==> src/rtl/agu_ndim.sv <==
// N-dimensional address generation unit: nested-loop address sequencer with
// valid/ready output. Optional level-0 wrap indicator under AGU_ZIGZAG_EN.
module agu_ndim #(
  parameter int BWADDR   = 21,
  parameter int BWLENGTH = 8,
  parameter int NDIM     = 3
) (
  input  logic                         clk,
  input  logic                         rst_n,
  input  logic                         clr,
  input  logic                         start,
  input  logic                         cont,
  input  logic [BWADDR-1:0]            base,
  input  logic [NDIM*BWLENGTH-1:0]     lens,
  input  logic [(NDIM+1)*BWADDR-1:0]   jumps,
  input  logic                         addr_ready,
  output logic [BWADDR-1:0]            addr_out,
  output logic                         addr_valid,
  output logic                         busy,
  output logic                         done,
  output logic                         zigzag_step
);

  typedef enum logic {IDLE, RUN} state_t;

  state_t                            state_q, state_d;
  logic                              cont_q, cont_d;
  logic [NDIM-1:0][BWLENGTH-1:0]     lens_q, lens_d;
  logic [NDIM-1:0][BWLENGTH-1:0]     cnt_q, cnt_d, cnt_step;
  logic [NDIM:0][BWADDR-1:0]         jumps_q, jumps_d;
  logic [BWADDR-1:0]                 addr_q, addr_d, step;
  logic                              valid_q, valid_d;
  logic                              done_q, done_d;
  logic                              fire, any_nz;

  assign fire = valid_q && addr_ready;

  // Lowest nonzero level steps; levels below it reload. With no nonzero
  // level every counter reloads and the wrap jump is selected.
  always_comb begin
    cnt_step = cnt_q;
    step     = jumps_q[NDIM];
    any_nz   = 1'b0;
    for (int unsigned k = 0; k < NDIM; k++) begin
      if (!any_nz) begin
        if (cnt_q[k] != '0) begin
          any_nz      = 1'b1;
          cnt_step[k] = cnt_q[k] - BWLENGTH'(1);
          step        = jumps_q[k];
        end else begin
          cnt_step[k] = lens_q[k];
        end
      end
    end
  end

  always_comb begin
    state_d = state_q;
    cont_d  = cont_q;
    lens_d  = lens_q;
    jumps_d = jumps_q;
    cnt_d   = cnt_q;
    addr_d  = addr_q;
    valid_d = valid_q;
    done_d  = 1'b0;
    if (clr) begin
      state_d = IDLE;
      valid_d = 1'b0;
      addr_d  = '0;
      cnt_d   = '0;
    end else begin
      case (state_q)
        IDLE: begin
          if (start) begin
            cont_d  = cont;
            lens_d  = lens;
            jumps_d = jumps;
            cnt_d   = lens;
            addr_d  = base;
            valid_d = 1'b1;
            state_d = RUN;
          end
        end
        RUN: begin
          if (fire) begin
            if (any_nz || cont_q) begin
              addr_d = addr_q + step;
              cnt_d  = cnt_step;
            end else begin
              valid_d = 1'b0;
              done_d  = 1'b1;
              state_d = IDLE;
            end
          end
        end
        default: state_d = IDLE;
      endcase
    end
  end

  always_ff @(posedge clk or negedge rst_n) begin
    if (!rst_n) begin
      state_q <= IDLE;
      cont_q  <= 1'b0;
      lens_q  <= '0;
      jumps_q <= '0;
      cnt_q   <= '0;
      addr_q  <= '0;
      valid_q <= 1'b0;
      done_q  <= 1'b0;
    end else begin
      state_q <= state_d;
      cont_q  <= cont_d;
      lens_q  <= lens_d;
      jumps_q <= jumps_d;
      cnt_q   <= cnt_d;
      addr_q  <= addr_d;
      valid_q <= valid_d;
      done_q  <= done_d;
    end
  end

  assign addr_out   = addr_q;
  assign addr_valid = valid_q;
  assign done       = done_q;
  assign busy       = (state_q == RUN);

`ifdef AGU_ZIGZAG_EN
  logic upper_nz;

  always_comb begin
    upper_nz = cont_q;
    for (int unsigned k = 1; k < NDIM; k++) begin
      if (cnt_q[k] != '0) upper_nz = 1'b1;
    end
  end

  assign zigzag_step = fire && (cnt_q[0] == '0) && upper_nz;
`else
  assign zigzag_step = 1'b0;
`endif

endmodule

==> config.mk <==
export PLATFORM = sky130hd
export DESIGN_NAME = agu_ndim
export DESIGN_NICKNAME = d
export VERILOG_FILES = /design/src/rtl/agu_ndim.sv
export SDC_FILE = /design/constraint.sdc
export NUM_CORES = 1
export LEC_CHECK = 0
export ABC_AREA = 1
export BUFFER_PORTS_ARGS = -buffer_cell sky130_fd_sc_hd__buf_2
export CAP_MARGIN = 0
export CORE_ASPECT_RATIO = 1.2
export CORE_MARGIN = 10
export CORE_UTILIZATION = 28
export CTS_CLUSTER_SIZE = 12
export DETAILED_ROUTE_END_ITERATION = 12
export GPL_TIMING_DRIVEN = 1
export PLACE_DENSITY = 0.58
export SYNTH_ARGS = -nofsm -noshare
export SYNTH_HDL_FRONTEND = slang
export SYNTH_SLANG_ARGS = --single-unit
==> constraint.sdc <==
create_clock -name clk -period 3.9 [get_ports clk]
set_input_delay 0.195 -clock clk [delete_from_list [all_inputs] [get_ports clk]]
set_output_delay 0.195 -clock clk [all_outputs]
set_load 0.005 [all_outputs]
# [After elaboration in Yosys (flattened, before gate mapping)]
# Cells that the tools add are included.
[op_classes] add_sub_neg=4 eq_ne=6 muxes=39 bitwise=2 reduce_logical=10
[op_table] cell="21-bit 2-to-1 mux" n=9
[op_table] cell="24-bit 2-to-1 mux" n=4
[op_table] cell="24-bit one-hot mux with 2 select lines" n=1
[op_table] cell="21-bit one-hot mux with 2 select lines" n=1
[op_table] cell="8-bit 2-to-1 mux" n=5
[op_table] cell="8-bit nonzero test" n=3
[op_table] cell="8-bit by 1-bit subtractor with 8-bit output (second input constant)" n=3
[op_table] cell="21-bit adder" n=1
[op_table] cell="1-bit 2-to-1 mux" n=17
[op_table] cell="3-bit != test (second input constant)" n=4
[op_table] cell="3-bit AND reduction" n=3
[op_table] cell="4-bit AND reduction" n=2
[op_table] cell="3-bit by 2-bit != test with 1-bit output (second input constant)" n=2
[op_table] cell="1-bit one-hot mux with 2 select lines" n=2
[op_table] cell="1-bit inverter" n=2
[op_table] cell="1-bit logical AND" n=1
[op_table] cell="1-bit logical OR" n=1
[totals] regBits=157 in_bits=135 output_inout_bits=25 word_cells=76

# [Longest topological paths before layout]
# Gate-level depths: netlist (run 1).
[logic_depth] depth_word=11 depth_mapped=24 depth_no_buf=23

# [Worst setup path after synthesis (run 1)]
# No wires, ideal clock.
[synth_path] kind="flip-flop to flip-flop" start="register cnt_q[8] (netlist bit)" end="register addr_q[14] (netlist: addr_out[14])" setup_time_ps=122 arrival_time_ps=3107 required_ps=3778 setup_slack_ps=671 stages_incl_launch_ff=22 n_path_buf=1 synth_period_minus_slack_ps=3229 cell_sequence="dfrtp_1 -> inv_1 -> ha_1 -> nand2_1 -> nor2_8 -> buf_1 -> nor2_1 -> o21ai_0 -> mux2i_1 -> inv_1 -> ha_1 -> inv_1 -> fa_1 -> inv_1 -> nand2_1 -> nand2_1 -> o21ai_0 -> o21ai_0 -> nand3_1 -> a21oi_1 -> nand3b_1 -> a21oi_1"
[synth_via] elab_chain_cells=10 word_cells_on_any_way=16 cone_classes="1 x add/sub; 1 x eq/ne; 11 x mux; 3 x reduce/logical"
[synth_rtl] item="start, declared" line_no="29" rtl="logic [NDIM-1:0][BWLENGTH-1:0] cnt_q, cnt_d, cnt_step;"
[synth_rtl] item="start signal, assigned" line_no="116" rtl="cnt_q <= cnt_d;"
[synth_rtl] item="8-bit nonzero test (*)" line_no="46" rtl="if (cnt_q[k] != '0) begin"
[synth_rtl] item="21-bit 2-to-1 mux" line_no="46"
[synth_rtl] item="21-bit 2-to-1 mux" line_no="45" rtl="if (!any_nz) begin"
[synth_rtl] item="21-bit 2-to-1 mux" line_no="46"
[synth_rtl] item="21-bit 2-to-1 mux" line_no="45"
[synth_rtl] item="21-bit adder" line_no="87" rtl="addr_d = addr_q + step;"
[synth_rtl] item="21-bit 2-to-1 mux" line_no="86" rtl="if (any_nz || cont_q) begin"
[synth_rtl] item="21-bit 2-to-1 mux" line_no="85" rtl="if (fire) begin"
[synth_rtl] item="21-bit one-hot mux with 2 select lines" line_no="72" rtl="case (state_q)"
[synth_rtl] item="21-bit 2-to-1 mux" line_no="66" rtl="if (clr) begin"
[synth_rtl] item="end signal, assigned" line_no="117" rtl="addr_q <= addr_d;"
[synth_rtl] item="end, declared" line_no="31" rtl="logic [BWADDR-1:0] addr_q, addr_d, step;"
# Mark *: on every way between the ends. The rest lies on a longest branch, timed or not. The select of a mux whose other input is x is not followed.
# A chain may end at the register's enable or synchronous reset.

# [Worst setup path after layout (run 1)]
[layout_path] start="register cnt_q[8] (netlist bit)" end="register addr_q[6] (netlist: addr_out[6])"
# The elaborated chain is that of the path after synthesis.

==> results of run 1 <==
logic make-up after synthesis:
group	after synthesis	synth area share (%)
AOI/OAI and AO/OA	259	15.6
xor gates and xnor gates	5	0.493
adders and majority gates	27	3.89
buffers and inverters	154	7.37
DFF	157	44.2
muxes	101	12.5
other	1	0.0422
and+or+nand+nor	323	15.8
state kept, by name, summed over array words and instances, names as in the netlist:
signal,cells
addr_out,21
lens_q,24
addr_valid,1
cont_q,1
cnt_q,24
jumps_q,84
busy,1
done,1
worst max-delay path, cell delays in order (launching register included):
cell	delay, ns
dfrtp_1	0.37
inv_1	0.12
ha_1	0.18
nand2_1	0.14
nor2_8	0.26
buf_4	0.22
nor2_1	0.04
o21ai_0	0.15
mux2i_1	0.09
inv_1	0.07
ha_1	0.16
inv_1	0.07
fa_1	0.38
inv_1	0.09
nand2_1	0.08
nand2_1	0.06
o21ai_0	0.17
o21ai_1	0.30
o21ai_0	0.12
a21oi_1	0.26
a21oi_1	0.06
o21ai_0	0.14
per-stage QoR:
stage	hold slack [ns]	worst slack [ns]	cell area (sq um)	power, W	util [%]
after floorplan	-0.101	0.671	8880	0.00394	-
after global placement	0.412	0.241	10100	0.00472	32.3
after detailed placement	0.405	0.193	10100	0.00475	32.3
after CTS	0.00114	0.188	11400	0.00656	36.5
after global routing	-0.00562	-0.000387	11500	0.00706	36.7
final	0.00759	0.291	11500	0.00657	36.7
cell type report:
type                            instances  area (sq um)  area share, %
Clock buffer                           17           425           3.70
Multi-Input combinational cell        716          4320           37.5
Timing Repair Buffer                  252          1710           14.8
Inverter                              112           429           3.73
Tap cell                              401           502           4.36
Clock inverter                         15           191           1.66
Sequential cell                       157          3930           34.2
timing repair:
action	in CTS	in global routing
hold endpoints to repair	174	1
setup buffers	0	4
hold buffers	71	1
endpoints found under the setup margin	0	15
resized for setup	0	4
power groups by stage:
stage	registers (W)	clock network (W)	logic [W]
2_1_floorplan	0.00217	0	0.00177
3_3_place_gp	0.00226	0	0.00246
3_5_place_dp	0.00226	0	0.00249
4_1_cts	0.00224	0.00177	0.00256
5_1_grt	0.00228	0.00184	0.00294
6_report	0.00224	0.00174	0.00259
synthesized netlist by cell type (all sizes together), types with 6 or more instances:
cell type  number
nor3            8
nand2         170
mux2i          18
clkbuf         22
buf            20
nor2           85
o22ai          11
nand4           9
mux2           83
o211ai          6
dfrtp         157
nand3          43
ha             26
a21oi          76
inv           112
a31oi           7
o21ai         149
cells in the final DEF (no fill, tap or decap), drive strengths merged, types with 7 or more instances in the layout:
cell,count
nand2,170
dlygate4sd3,72
nand3,43
nor3,8
mux2i,18
o22ai,11
o21ai,149
mux2,83
nand4,9
buf,180
a31oi,7
ha,26
nor2,85
a21oi,76
dfrtp,157
clkbuf,17
inv,118
routing by layer:
metal	global-route usage, %	vias up	part of all wire (%)
met1	18.5	3891	44
met5	0	-	0
met3	2.54	56	4.1
met2	24.0	232	48
met4	6.24	0	3.4
li1	-	3918	-
how the worst min path moves through the flow:
stage	startpoint	end	slack [ns]	cells past startpoint
floorplan	rst_n	addr_out[0]$_DFFE_PN0P_	-0.10	0
global placement	rst_n	lens_q[12]$_DFFE_PN0P_	0.41	1
detailed placement	rst_n	lens_q[12]$_DFFE_PN0P_	0.40	1
CTS	jumps[80]	jumps_q[80]$_DFFE_PN0P_	0.001	2
global route	jumps[40]	jumps_q[40]$_DFFE_PN0P_	-0.006	2
finish	jumps[40]	jumps_q[40]$_DFFE_PN0P_	0.008	2
==> results.json, run 1 <==
{
  "status": "completed",
  "drive_above_1_share_pct": 25.8,
  "avgSynthCellArea_sq_um": 8.65,
  "synth_seq_cells": 157,
  "cts_tree": "done",
  "synth-async-reset-ratio_pct": 100,
  "die_h_microns": 215,
  "tns_ns": 0,
  "clock_skew_ns": 0.0122,
  "finalHoldViolations": 0,
  "hold_class": "primary input to flip-flop",
  "drc_errors": 0,
  "power_frac_comb_pct": 39.4,
  "report.final.slew_viol_count": 0,
  "netlist_area_sq_um": 8880,
  "synth_area_leaders": "dfrtp_1, mux2_2, nand2_1",
  "gp_congestion": 0.901,
  "dp.final_hpwl_mm": 21.7,
  "path_class": "flip-flop to flip-flop",
  "grt_pass1_wl_mm": 46.2,
  "power_frac_clock_pct": 26.5,
  "num_vias": 8097,
  "drtIter0Drc": 559,
  "fp.dieW_microns": 183,
  "synthCells": 1027,
  "synth_top_area_share_pct": 44.2,
  "drv_cap": 0,
  "cts_num_sinks": 157,
  "clk_pin_slew_ns": 0.07,
  "area_growth_pct": 29.5,
  "routed_via_density": 4.85,
  "row_count": 71,
  "cp-start-kind": "flip-flop",
  "seqPwrFrac_pct": 34.1,
  "ff2ff_path_depth": 21,
  "power.density_nw_per_um2": 571,
  "core_area_sq_um": 31400,
  "slew_headroom_pct": 33.8,
  "grt_usage_pct": 14.7,
  "synth_edf_count": 0,
  "r2r_end": "addr_out[6]$_DFFE_PN0P_",
  "regToRegStartpoint": "cnt_q[8]$_DFFE_PN0P_",
  "max_freq_mhz": 277,
  "switching_share_pct": 40.4,
  "synthesis.nets": 1189,
  "port_buffers": 158,
  "antenna_found_initial": 0,
  "worstSetupEndpoint": "addr_out[6]$_DFFE_PN0P_",
  "cp_max_fo": 10,
  "ys_seq_area_share_pct": 44.2,
  "start_util_pct": 28.3,
  "period_needed_ns": 3.61,
  "yosysWarnings": 0,
  "cts-buffers-inserted": 17,
  "grt-ovfl-total": 0,
  "grt_start_max_net_pins": 106,
  "startpoint": "cnt_q[8]$_DFFE_PN0P_",
  "p_sw_w": 0.00265,
  "rrSetupSlack_ns": 0.29,
  "insertion_delay_ns": 0.45,
  "cp.required_ns": 4.27,
  "setup_viol": 0,
  "vdd.ir_drop.worst_mv": 0.331,
  "die_area_sq_um": 39300,
  "synth_flop_cell": "dfrtp_1",
  "arrival_ns": 3.98,
  "firstDrtPassIters": 5,
  "p_int_w": 0.00391,
  "instances_no_fill": 1670,
  "totalWireLength_mm": 29.0,
  "nFillCells": 3131,
  "layout_worst_path_cycle_share_pct": 92.5,
  "diodes": 0,
  "power.leakage_nw": 5.51,
  "pin_count": 160,
  "cts_buffer_depth": 2,
  "cts.root.buffer_cell": "clkbuf_16",
  "ant_nets": 0,
  "wire_per_inst_microns": 17.4,
  "yosysUniqueCellTypes": 48,
  "crit_path_end_kind": "flip-flop",
  "dpl.cell_count": 1562,
  "grt_pass1_vias": 8393,
  "cts_max_level": 4,
  "nNetsFinal": 1418,
  "max_slew.worst_pin.slew_ns": 0.992,
  "yosysTopAreaCell": "dfrtp_1"
}
No activity file was read; power rests on OpenSTA's default activity.
==> run 2: changes to the inputs <==
Settings changed: GPL_TIMING_DRIVEN 1 to 0, RECOVER_POWER set to 25.
==> run 2 against run 1 <==
Effect of this change: the run now ends with max-capacitance violations, max-slew violations left; worst setup slack got worse by 0.045 ns; sequential power shrank 2%; via count grew 0.67%; die area unchanged; critical path type unchanged; sequential cell count stayed put; routed wire length rose by 5.5%; combinational power is 2% higher.
==> results.json, run 2 (same netlist as run 1, synthesis figures left out) <==
{
  "dpl.cell_count": 1587,
  "drv_cap": 1,
  "cp_max_fo": 10,
  "p_int_w": 0.00398,
  "reg.largest.list": "jumps_q: 84 flops, cnt_q: 24 flops, lens_q: 24 flops",
  "final_core_util_pct": 36.8,
  "die_area_sq_um": 39300,
  "instances_no_fill": 1694,
  "cp.required_ns": 4.26,
  "max_freq_mhz": 274,
  "grt_usage_pct": 15.4,
  "report.final.slew_viol_count": 67,
  "finalHoldViolations": 0,
  "grt_pass1_vias": 8662,
  "period_needed_ns": 3.65,
  "pin_count": 160,
  "cts.root.buffer_cell": "clkbuf_16",
  "ant_nets": 0,
  "power.leakage_nw": 5.48,
  "clk_pin_slew_ns": 0.07,
  "hold_class": "primary input to flip-flop",
  "hold_slack_ns": 0.0126,
  "final_area_sq_um": 11500,
  "nNetsFinal": 1440,
  "num_vias": 8151,
  "slew_headroom_pct": -11.6,
  "drive_above_1_share_pct": 24.9,
  "grt_start_max_net_pins": 93,
  "path_class": "flip-flop to flip-flop",
  "cts-buffers-inserted": 17,
  "nFillCells": 3192,
  "vdd.ir_drop.worst_mv": 0.312,
  "antenna_found_initial": 2,
  "core_area_sq_um": 31400,
  "layout_common_cells": "nand2_1, dfrtp_1, buf_2",
  "arrival_ns": 4.02,
  "dp.final_hpwl_mm": 23.1,
  "pre_cts_ws_ns": -0.399,
  "seqPwrFrac_pct": 33.5,
  "port_buffers": 158,
  "top_register": "jumps_q",
  "switching_share_pct": 39.5,
  "crit_path_end_kind": "flip-flop",
  "cts_max_level": 4,
  "area_growth_pct": 29.9,
  "final_common_cell": "nand2_1",
  "fp.dieW_microns": 183,
  "p_sw_w": 0.00260,
  "largest_reg_flops": 84,
  "max_slew.worst_pin.slew_ns": 1.67,
  "clock_skew_ns": 0.0123,
  "die_h_microns": 215,
  "ff2ff_path_depth": 18,
  "cts_buffer_depth": 2,
  "gp_congestion": 0.911,
  "power.density_nw_per_um2": 571,
  "power_frac_comb_pct": 40.1,
  "firstDrtPassIters": 5,
  "layout_worst_path_cycle_share_pct": 93.7,
  "min_path_cells": 2,
  "place_area_sq_um": 10200,
  "wire_per_inst_microns": 18.0,
  "fin_ws_ns": 0.246,
  "drc_errors": 0,
  "rsz0062_at_grt": "no",
  "grt_pass1_wl_mm": 47.5,
  "drtIter0Drc": 501,
  "cts_tree": "done",
  "violations": "max-capacitance violations, max-slew violations",
  "cp-start-kind": "flip-flop",
  "setup_viol": 0,
  "totalWireLength_mm": 30.6,
  "row_count": 71,
  "status": "finished, violations left",
  "grt-ovfl-total": 0,
  "routed_via_density": 4.81,
  "start_util_pct": 28.3,
  "power_frac_clock_pct": 26.4,
  "insertion_delay_ns": 0.44,
  "cts_num_sinks": 157
}
-- run 2: cell count changes in the layout (fill, tap and decap cells not counted), sizes merged, moves of 2 or more --
cell / delta
clkbuf: +40
buf: -12
dlygate4sd3: -4
diode: +2
inv: -2
-- run 2: stage by stage --
step                      total power (W)  TNS, ns
after floorplan                   0.00394        0
after global placement            0.00473    -1.32
after detailed placement          0.00477    -1.35
after CTS                         0.00659        0
after global routing              0.00706        0
final                             0.00658        0
-- run 2: layout make-up --
type | count | area [sq um] | share of cell area, %
antenna | 2 | 5.00 | 0.0434
timing repair buffer | 232 | 1500 | 13.0
inverter | 112 | 430 | 3.73
clock inverter | 13 | 156 | 1.36
clock buffer | 19 | 453 | 3.93
buffer | 42 | 256 | 2.22
sequential | 157 | 3930 | 34.0
multi-input combinational | 716 | 4310 | 37.4
tap | 401 | 502 | 4.35
-- run 2: per-layer routing --
| layer | global-route usage [%] | wire length (microns) |
|---|---|---|
| met1 | 18.3 | 13000 |
| met2 | 26.9 | 15400 |
| met3 | 2.40 | 1190 |
| met4 | 6.14 | 924 |
| met5 | 0 | 0 |
-- run 2: worst max-delay path, cell delays in order, from the launching register on --
cell and delay [ns]:
dfrtp_1 0.36, inv_1 0.12, ha_2 0.23, nand3_2 0.13, nor2_4 0.21, buf_4 0.16
nand3_4 0.12, inv_8 0.16, mux2i_1 0.40, inv_1 0.11, ha_1 0.35, a21oi_2 0.20
o21ai_0 0.14, a21oi_1 0.18, inv_1 0.10, nand2_1 0.11, a21oi_1 0.07, or2_2 0.29
a21oi_1 0.14
-- run 2: worst paths after layout --
check	start	end	slack, ns
max in group asynchronous	rst_n	jumps_q[55]$_DFFE_PN0P_	0.93
worst max-delay path	cnt_q[0]$_DFFE_PN0P_	addr_out[15]$_DFFE_PN0P_	0.25
worst min-delay path	jumps[32]	jumps_q[32]$_DFFE_PN0P_	0.01
min in group asynchronous	rst_n	lens_q[12]$_DFFE_PN0P_	0.71
worst min register to register	lens_q[7]$_DFFE_PN0P_	lens_q[7]$_DFFE_PN0P_	0.48
worst max register to register	cnt_q[0]$_DFFE_PN0P_	addr_out[15]$_DFFE_PN0P_	0.25
-- run 2: power by group through the flow --
| stage | Combinational (W) | Sequential, W | Clock [W] |
|---|---|---|---|
| 6_report | 0.00264 | 0.00220 | 0.00174 |
| 5_1_grt | 0.00298 | 0.00225 | 0.00184 |
| 4_1_cts | 0.00262 | 0.00220 | 0.00178 |
| 3_5_place_dp | 0.00255 | 0.00223 | 0 |
| 3_3_place_gp | 0.00251 | 0.00221 | 0 |
| 2_1_floorplan | 0.00177 | 0.00217 | 0 |
-- run 2: timing repair --
item,in CTS,in global routing
pin swaps,0,4
buffers inserted,0,5
hold buffers,68,0
setup endpoints to repair,8,15
gates resized for setup,7,24
hold endpoints to repair,132,0
